<file path="config.mk">
export PLATFORM = sky130hd
export DESIGN_NAME = sdram_wr_burst_reader
export DESIGN_NICKNAME = d
export VERILOG_FILES = /design/src/rtl/sdram_wr_burst_reader.sv
export SDC_FILE = /design/constraint.sdc
export NUM_CORES = 1
export LEC_CHECK = 0
export ABC_CLOCK_PERIOD_IN_PS = 4600
export CORE_ASPECT_RATIO = 0.7
export CORE_UTILIZATION = 30
export DETAILED_ROUTE_END_ITERATION = 7
export GPL_TIMING_DRIVEN = 0
export SYNTH_ARGS = -nofsm -noshare
export SYNTH_HDL_FRONTEND = slang
export SYNTH_SLANG_ARGS = --single-unit
</file>
<file path="constraint.sdc">
create_clock -name clk -period 4.6 [get_ports clk]
set_clock_uncertainty 0.2 [all_clocks]
set_input_delay 0.92 -clock clk [delete_from_list [all_inputs] [get_ports clk]]
set_output_delay 0.92 -clock clk [all_outputs]
set_load 0.02 [all_outputs]
</file>
<file path="src/rtl/sdram_wr_burst_reader.sv">
// Drains full bursts from the SDRAM write-path FIFO into the SDRAM controller, one word per beat request.
// Optional handshake timeout: define SDRAM_WR_BURST_TIMEOUT_EN.
module sdram_wr_burst_reader #(
    parameter int                DATA_W      = 16,
    parameter int                CNT_W       = 10,
    parameter int                BURST_LEN   = 8,
    parameter int                ADDR_W      = 24,
    parameter logic [ADDR_W-1:0] ADDR_BASE   = '0,
    parameter logic [ADDR_W-1:0] ADDR_END    = 24'hFFFFF8,
    parameter int                TIMEOUT_CYC = 1023
) (
    input  logic              clk,
    input  logic              rst,
    input  logic              fifo_empty,
    input  logic [CNT_W-1:0]  fifo_count,
    input  logic [DATA_W-1:0] fifo_dout,
    output logic              fifo_ren,
    output logic              wr_req,
    output logic [ADDR_W-1:0] wr_addr,
    input  logic              wr_ack,
    input  logic              wr_data_req,
    output logic [DATA_W-1:0] wr_data,
    input  logic              wr_done,
    output logic              busy,
    output logic              underflow,
    output logic              timeout_err,
    output logic [1:0]        state_dbg
);

    // Handshakes: wr_req is held until the wr_ack pulse; each wr_data_req beat is
    // answered by a FIFO read whose data appears on wr_data the following cycle.
    typedef enum logic [1:0] {S_IDLE, S_REQ, S_DATA, S_WAIT} state_t;

    localparam logic [CNT_W-1:0]  BURST_CNT  = CNT_W'(BURST_LEN);
    localparam logic [ADDR_W-1:0] BURST_STEP = ADDR_W'(BURST_LEN);

    state_t            state, state_nxt;
    logic [CNT_W-1:0]  beat_cnt, beat_cnt_nxt;
    logic [ADDR_W-1:0] addr_nxt, addr_adv;
    logic              req_nxt, under_nxt, tmo_nxt;
    logic              accept, ren_raw, tmo_hit;

`ifdef SDRAM_WR_BURST_TIMEOUT_EN
    logic [10:0] tmo_cnt;

    always_ff @(posedge clk) begin
        if (rst || state_nxt != state) begin
            tmo_cnt <= '0;
        end else if (state == S_REQ || state == S_WAIT) begin
            tmo_cnt <= tmo_cnt + 11'd1;
        end
    end

    assign tmo_hit = (state == S_REQ || state == S_WAIT) &&
                     (tmo_cnt == 11'(TIMEOUT_CYC - 1));
`else
    assign tmo_hit = 1'b0;
`endif

    // Arithmetic wraps modulo 2^ADDR_W; the end compare is exact equality.
    assign addr_adv = (wr_addr == ADDR_END) ? ADDR_BASE : wr_addr + BURST_STEP;

    always_comb begin
        state_nxt    = state;
        beat_cnt_nxt = beat_cnt;
        addr_nxt     = wr_addr;
        req_nxt      = 1'b0;
        under_nxt    = underflow;
        tmo_nxt      = 1'b0;
        accept       = 1'b0;
        ren_raw      = 1'b0;
        case (state)
            S_IDLE: begin
                if (fifo_count >= BURST_CNT) state_nxt = S_REQ;
            end
            S_REQ: begin
                req_nxt = 1'b1;
                if (wr_ack) begin
                    req_nxt   = 1'b0;
                    state_nxt = S_DATA;
                end else if (tmo_hit) begin
                    req_nxt      = 1'b0;
                    tmo_nxt      = 1'b1;
                    beat_cnt_nxt = '0;
                    state_nxt    = S_IDLE;
                end
            end
            S_DATA: begin
                accept  = wr_data_req && (beat_cnt < BURST_CNT);
                ren_raw = accept && !fifo_empty;
                if (accept) begin
                    beat_cnt_nxt = beat_cnt + CNT_W'(1);
                    if (fifo_empty) under_nxt = 1'b1;
                end
                if (wr_done) begin
                    addr_nxt     = addr_adv;
                    beat_cnt_nxt = '0;
                    state_nxt    = S_IDLE;
                end else if (accept && beat_cnt == BURST_CNT - CNT_W'(1)) begin
                    state_nxt = S_WAIT;
                end
            end
            S_WAIT: begin
                if (wr_done) begin
                    addr_nxt     = addr_adv;
                    beat_cnt_nxt = '0;
                    state_nxt    = S_IDLE;
                end else if (tmo_hit) begin
                    tmo_nxt      = 1'b1;
                    beat_cnt_nxt = '0;
                    state_nxt    = S_IDLE;
                end
            end
            default: state_nxt = S_IDLE;
        endcase
    end

    always_ff @(posedge clk) begin
        if (rst) begin
            state       <= S_IDLE;
            beat_cnt    <= '0;
            wr_addr     <= ADDR_BASE;
            wr_req      <= 1'b0;
            underflow   <= 1'b0;
            timeout_err <= 1'b0;
        end else begin
            state       <= state_nxt;
            beat_cnt    <= beat_cnt_nxt;
            wr_addr     <= addr_nxt;
            wr_req      <= req_nxt;
            underflow   <= under_nxt;
            timeout_err <= tmo_nxt;
        end
    end

    // A reset cycle must never consume a FIFO word, even if it lands mid-burst.
    assign fifo_ren  = ren_raw && !rst;
    assign wr_data   = fifo_dout;
    assign busy      = (state != S_IDLE);
    assign state_dbg = state;

endmodule

</file>
==> flow_summary.ini <==
[run_status]
outcome = finished, final reports clean

[drt]
vias = 1660
number_of_detailed_route_iterations_in_the_first_pass = 4
first_iter_violations = 67
routed_vias_inst = 4.798
drc = 0
totalWireLength_mm = 4.297
detail-route-antenna-nets = 0
routedWlPerCell_microns = 12.42

[synth]
simple_gate_share_of_the_synthesized_area_pct = 28.11
synthesis.area_per_instance_sq_um = 8.642
postSynth.asyncResetShare_pct = 0
post_syn_instances = 205
yosys.area_share.xor_xnor_pct = 4.944
ys_seq_area_share_pct = 39.55
compound_gate_fraction_of_synth_area_pct = 11.94
synth-warning-count = 0
post_synthesis_share_of_cell_area_spent_on_full_adders_half_adders_and_majority_gates_pct = 1.412
synth.ff_latch_count = 35
count_of_flip_flops_with_a_built_in_enable_after_synthesis = 0
synth_top_family_by_area = simple AND/OR/NAND/NOR gates
post_synth_instance_area_sq_mm = 0.001772
post_synth_num_cell_types = 40
synth_ff_type = dfxtp_1
synth.area.mux_share_pct = 1.907

[layout]
multi_input_area_sq_um = 870.8
syn_to_final_growth_pct = 41.81
nNetsFinal = 304
fraction_of_final_layout_cells_with_drive_strength_greater_than_1_pct = 14.02
diodes = 0
final_cells = 346
area.sequential_sq_um = 700.7
fillers = 581

[floorplanning]
core.rowCount = 23
start_util_pct = 31.09
horizontal_extent_of_the_die_microns = 93.85
pin_count = 79
floorplan.die.height_microns = 66.30
core_area_sq_mm = 0.005698
fp.dieArea_sq_mm = 0.006222

[clock_network]
cts_buffers = 5
cts.repair.resized = 0
clock-root-buffer = clkbuf_8
post_cts_repair_setup_buffers = 0
clk-insertion-delay-late_ps = 290
postCtsHoldBufs = 0
clk_path_buf_depth = 2
numClockSinks = 35
cts_max_level = 2
cts_tree = built
worst_setup_hold_path_clk_slew_ps = 60

[setup_path]
timing.reg2reg.worst_path_depth = 6
worstReg2RegEnd = wr_addr[19]$_SDFFE_PP0P_
cp.arrival_ps = 3280
reg2reg_slack_ps = 2280
critical_path.max_fanout = 5
worst_setup_path_end_kind = primary output
cp-start-kind = input port
critical_path_class = in2out
r2r_start = wr_addr[4]$_SDFFE_PP0P_
cp_data_required_time_ps = 3480

[global_route]
grt_util_all_layers_pct = 14.81
grt_start_max_net_pins = 12
grt_use_met3_pct = 4.023
global_route.usage.met1_pct = 21.38
overflow = 0
via_count_of_the_first_global_routing_pass = 1479
globalRouteMet2Util_pct = 20.71
global_route_wire_length_before_repair_mm = 7.038
gr-max-usage-layer = met1
grt_antenna_before_repair = 0

[timing]
maxClockFrequency_mhz = 227.3
worst_pin_slew_ps = 688.3
setup_viol = 0
grt_setup_unrepaired = no
timing.setup.tns_ps = 0
finalCritPeriodShare_pct = 95.65
layout_min_cycle_time_ps = 4400
timing.hold.ws_ps = 265.2
timing_max_transition_violations_final = 0
timing.final.hold_violations = 0
max_slew_margin_pct = 53.46

[min_path]
worst_hold_path.num_cells = 2
hold_class = reg2reg
hold_end = underflow$_SDFFE_PP0P_
min-delay-start = underflow$_SDFFE_PP0P_

[flow_run]
max-cap-violations = 0

[place]
post-place-cells = 338
place.port_buffers = 55
globalplace.congestion = 0.8061
place.detailed.hpwl_mm = 3.222

[power_and_ir_drop]
power-per-cell-area_mw_per_mm2 = 248.2
vdd_drop_max_mv = 0.1052
leak_nw = 0.9423
-- synth_stat cells (2+ instances only) --
cell | n | area (sq um)
o21ai_0 | 3 | 15.01
a21oi_1 | 15 | 75.07
ha_1 | 2 | 25.02
xor2_1 | 6 | 52.55
dfxtp_1 | 35 | 700.7
nand2_1 | 14 | 52.55
or4_1 | 7 | 52.55
buf_4 | 20 | 150.1
and3_1 | 11 | 68.82
nor3_1 | 2 | 10.01
a31oi_1 | 2 | 12.51
nor2b_1 | 6 | 37.54
xnor2_1 | 4 | 35.03
clkbuf_1 | 6 | 22.52
nand3b_1 | 3 | 22.52
o31ai_1 | 5 | 37.54
buf_2 | 4 | 20.02
or3_1 | 2 | 12.51
nor4b_1 | 2 | 17.52
nor2_1 | 17 | 63.81
nor4_1 | 5 | 31.28
mux2_2 | 3 | 33.78
nand4_1 | 6 | 37.54
inv_1 | 5 | 18.77
nand3_1 | 5 | 25.02
-- where the power goes --
| group | switching [mW] | internal, mW |
|---|---|---|
| clock | 0.112 | 0.106 |
| combinational | 0.0434 | 0.0504 |
| sequential | 0.00522 | 0.307 |
| total | 0.161 | 0.463 |
-- kinds of logic after synthesis --
logic type,Yosys count
compound gates,31
xor+xnor,10
fa+ha+maj,2
buf+inv,35
flops,35
mux,3
other cells,1
simple gates,88
-- critical path, cell delays in order --
cell             delay, ps
clkdlybuf4s50_1        450
nor4b_1                570
and3_1                 270
clkbuf_1               230
nor3b_1                220
clkdlybuf4s50_1        630
-- worst max-delay path by stage --
| stage | startpoint | endpoint | slack (ps) | depth (start not counted) |
|---|---|---|---|---|
| final | wr_data_req | fifo_ren | 200 | 6 |
| after global routing | wr_data_req | fifo_ren | 90 | 6 |
| after CTS | wr_data_req | fifo_ren | 230 | 6 |
| after detailed placement | wr_data_req | fifo_ren | 280 | 6 |
| after global placement | wr_data_req | fifo_ren | 280 | 6 |
| after floorplan | wr_data_req | fifo_ren | 1310 | 4 |
-- per-layer routing --
metal,vias to the layer above,wire (microns)
met5,-,0
met4,0,53
met3,5,249
met2,46,1764
met1,766,2230
li1,843,-
-- cell usage in the layout, fill, tap and decap left out, drive strengths merged, types with 2 or more instances in the layout --
master,n
o31ai,5
nor3,2
nand2,14
ha,2
a21oi,15
conb,4
o21ai,3
dfxtp,35
inv,5
buf,24
nor2b,6
a31oi,2
or4,7
nand3b,3
nor4,5
nor4b,2
and3,11
or3,2
clkdlybuf4s50,55
nand4,7
xor2,6
nand3,6
xnor2,4
o41ai,2
mux2,3
nor2,17
clkbuf,12
-- through the flow --
step	util (%)	power [mW]	instance area (sq um)	worst slack (ps)
after global routing	44.09	0.6537	2512	93.14
after CTS	44.09	0.6321	2512	231.2
after floorplan	-	0.3718	1783	1312
after detailed placement	42.60	0.4135	2427	277.3
final	44.09	0.6237	2512	200.1
after global placement	42.60	0.4128	2427	279.9
-- sequential cells by signal (all words and copies together) (netlist names) --
register and cells:
wr_addr 21, state_dbg 2, underflow 1, beat_cnt 10
wr_req 1
-- layout make-up --
cell class,count,area share [%]
clock buffer,6,2.888
buffer,30,7.669
timing repair buffer,55,21.91
tap,75,3.735
sequential,35,27.89
inverter,5,0.7470
clock inverter,2,0.4980
multi-input combinational,138,34.66
No activity file was read; power rests on OpenSTA's default activity.
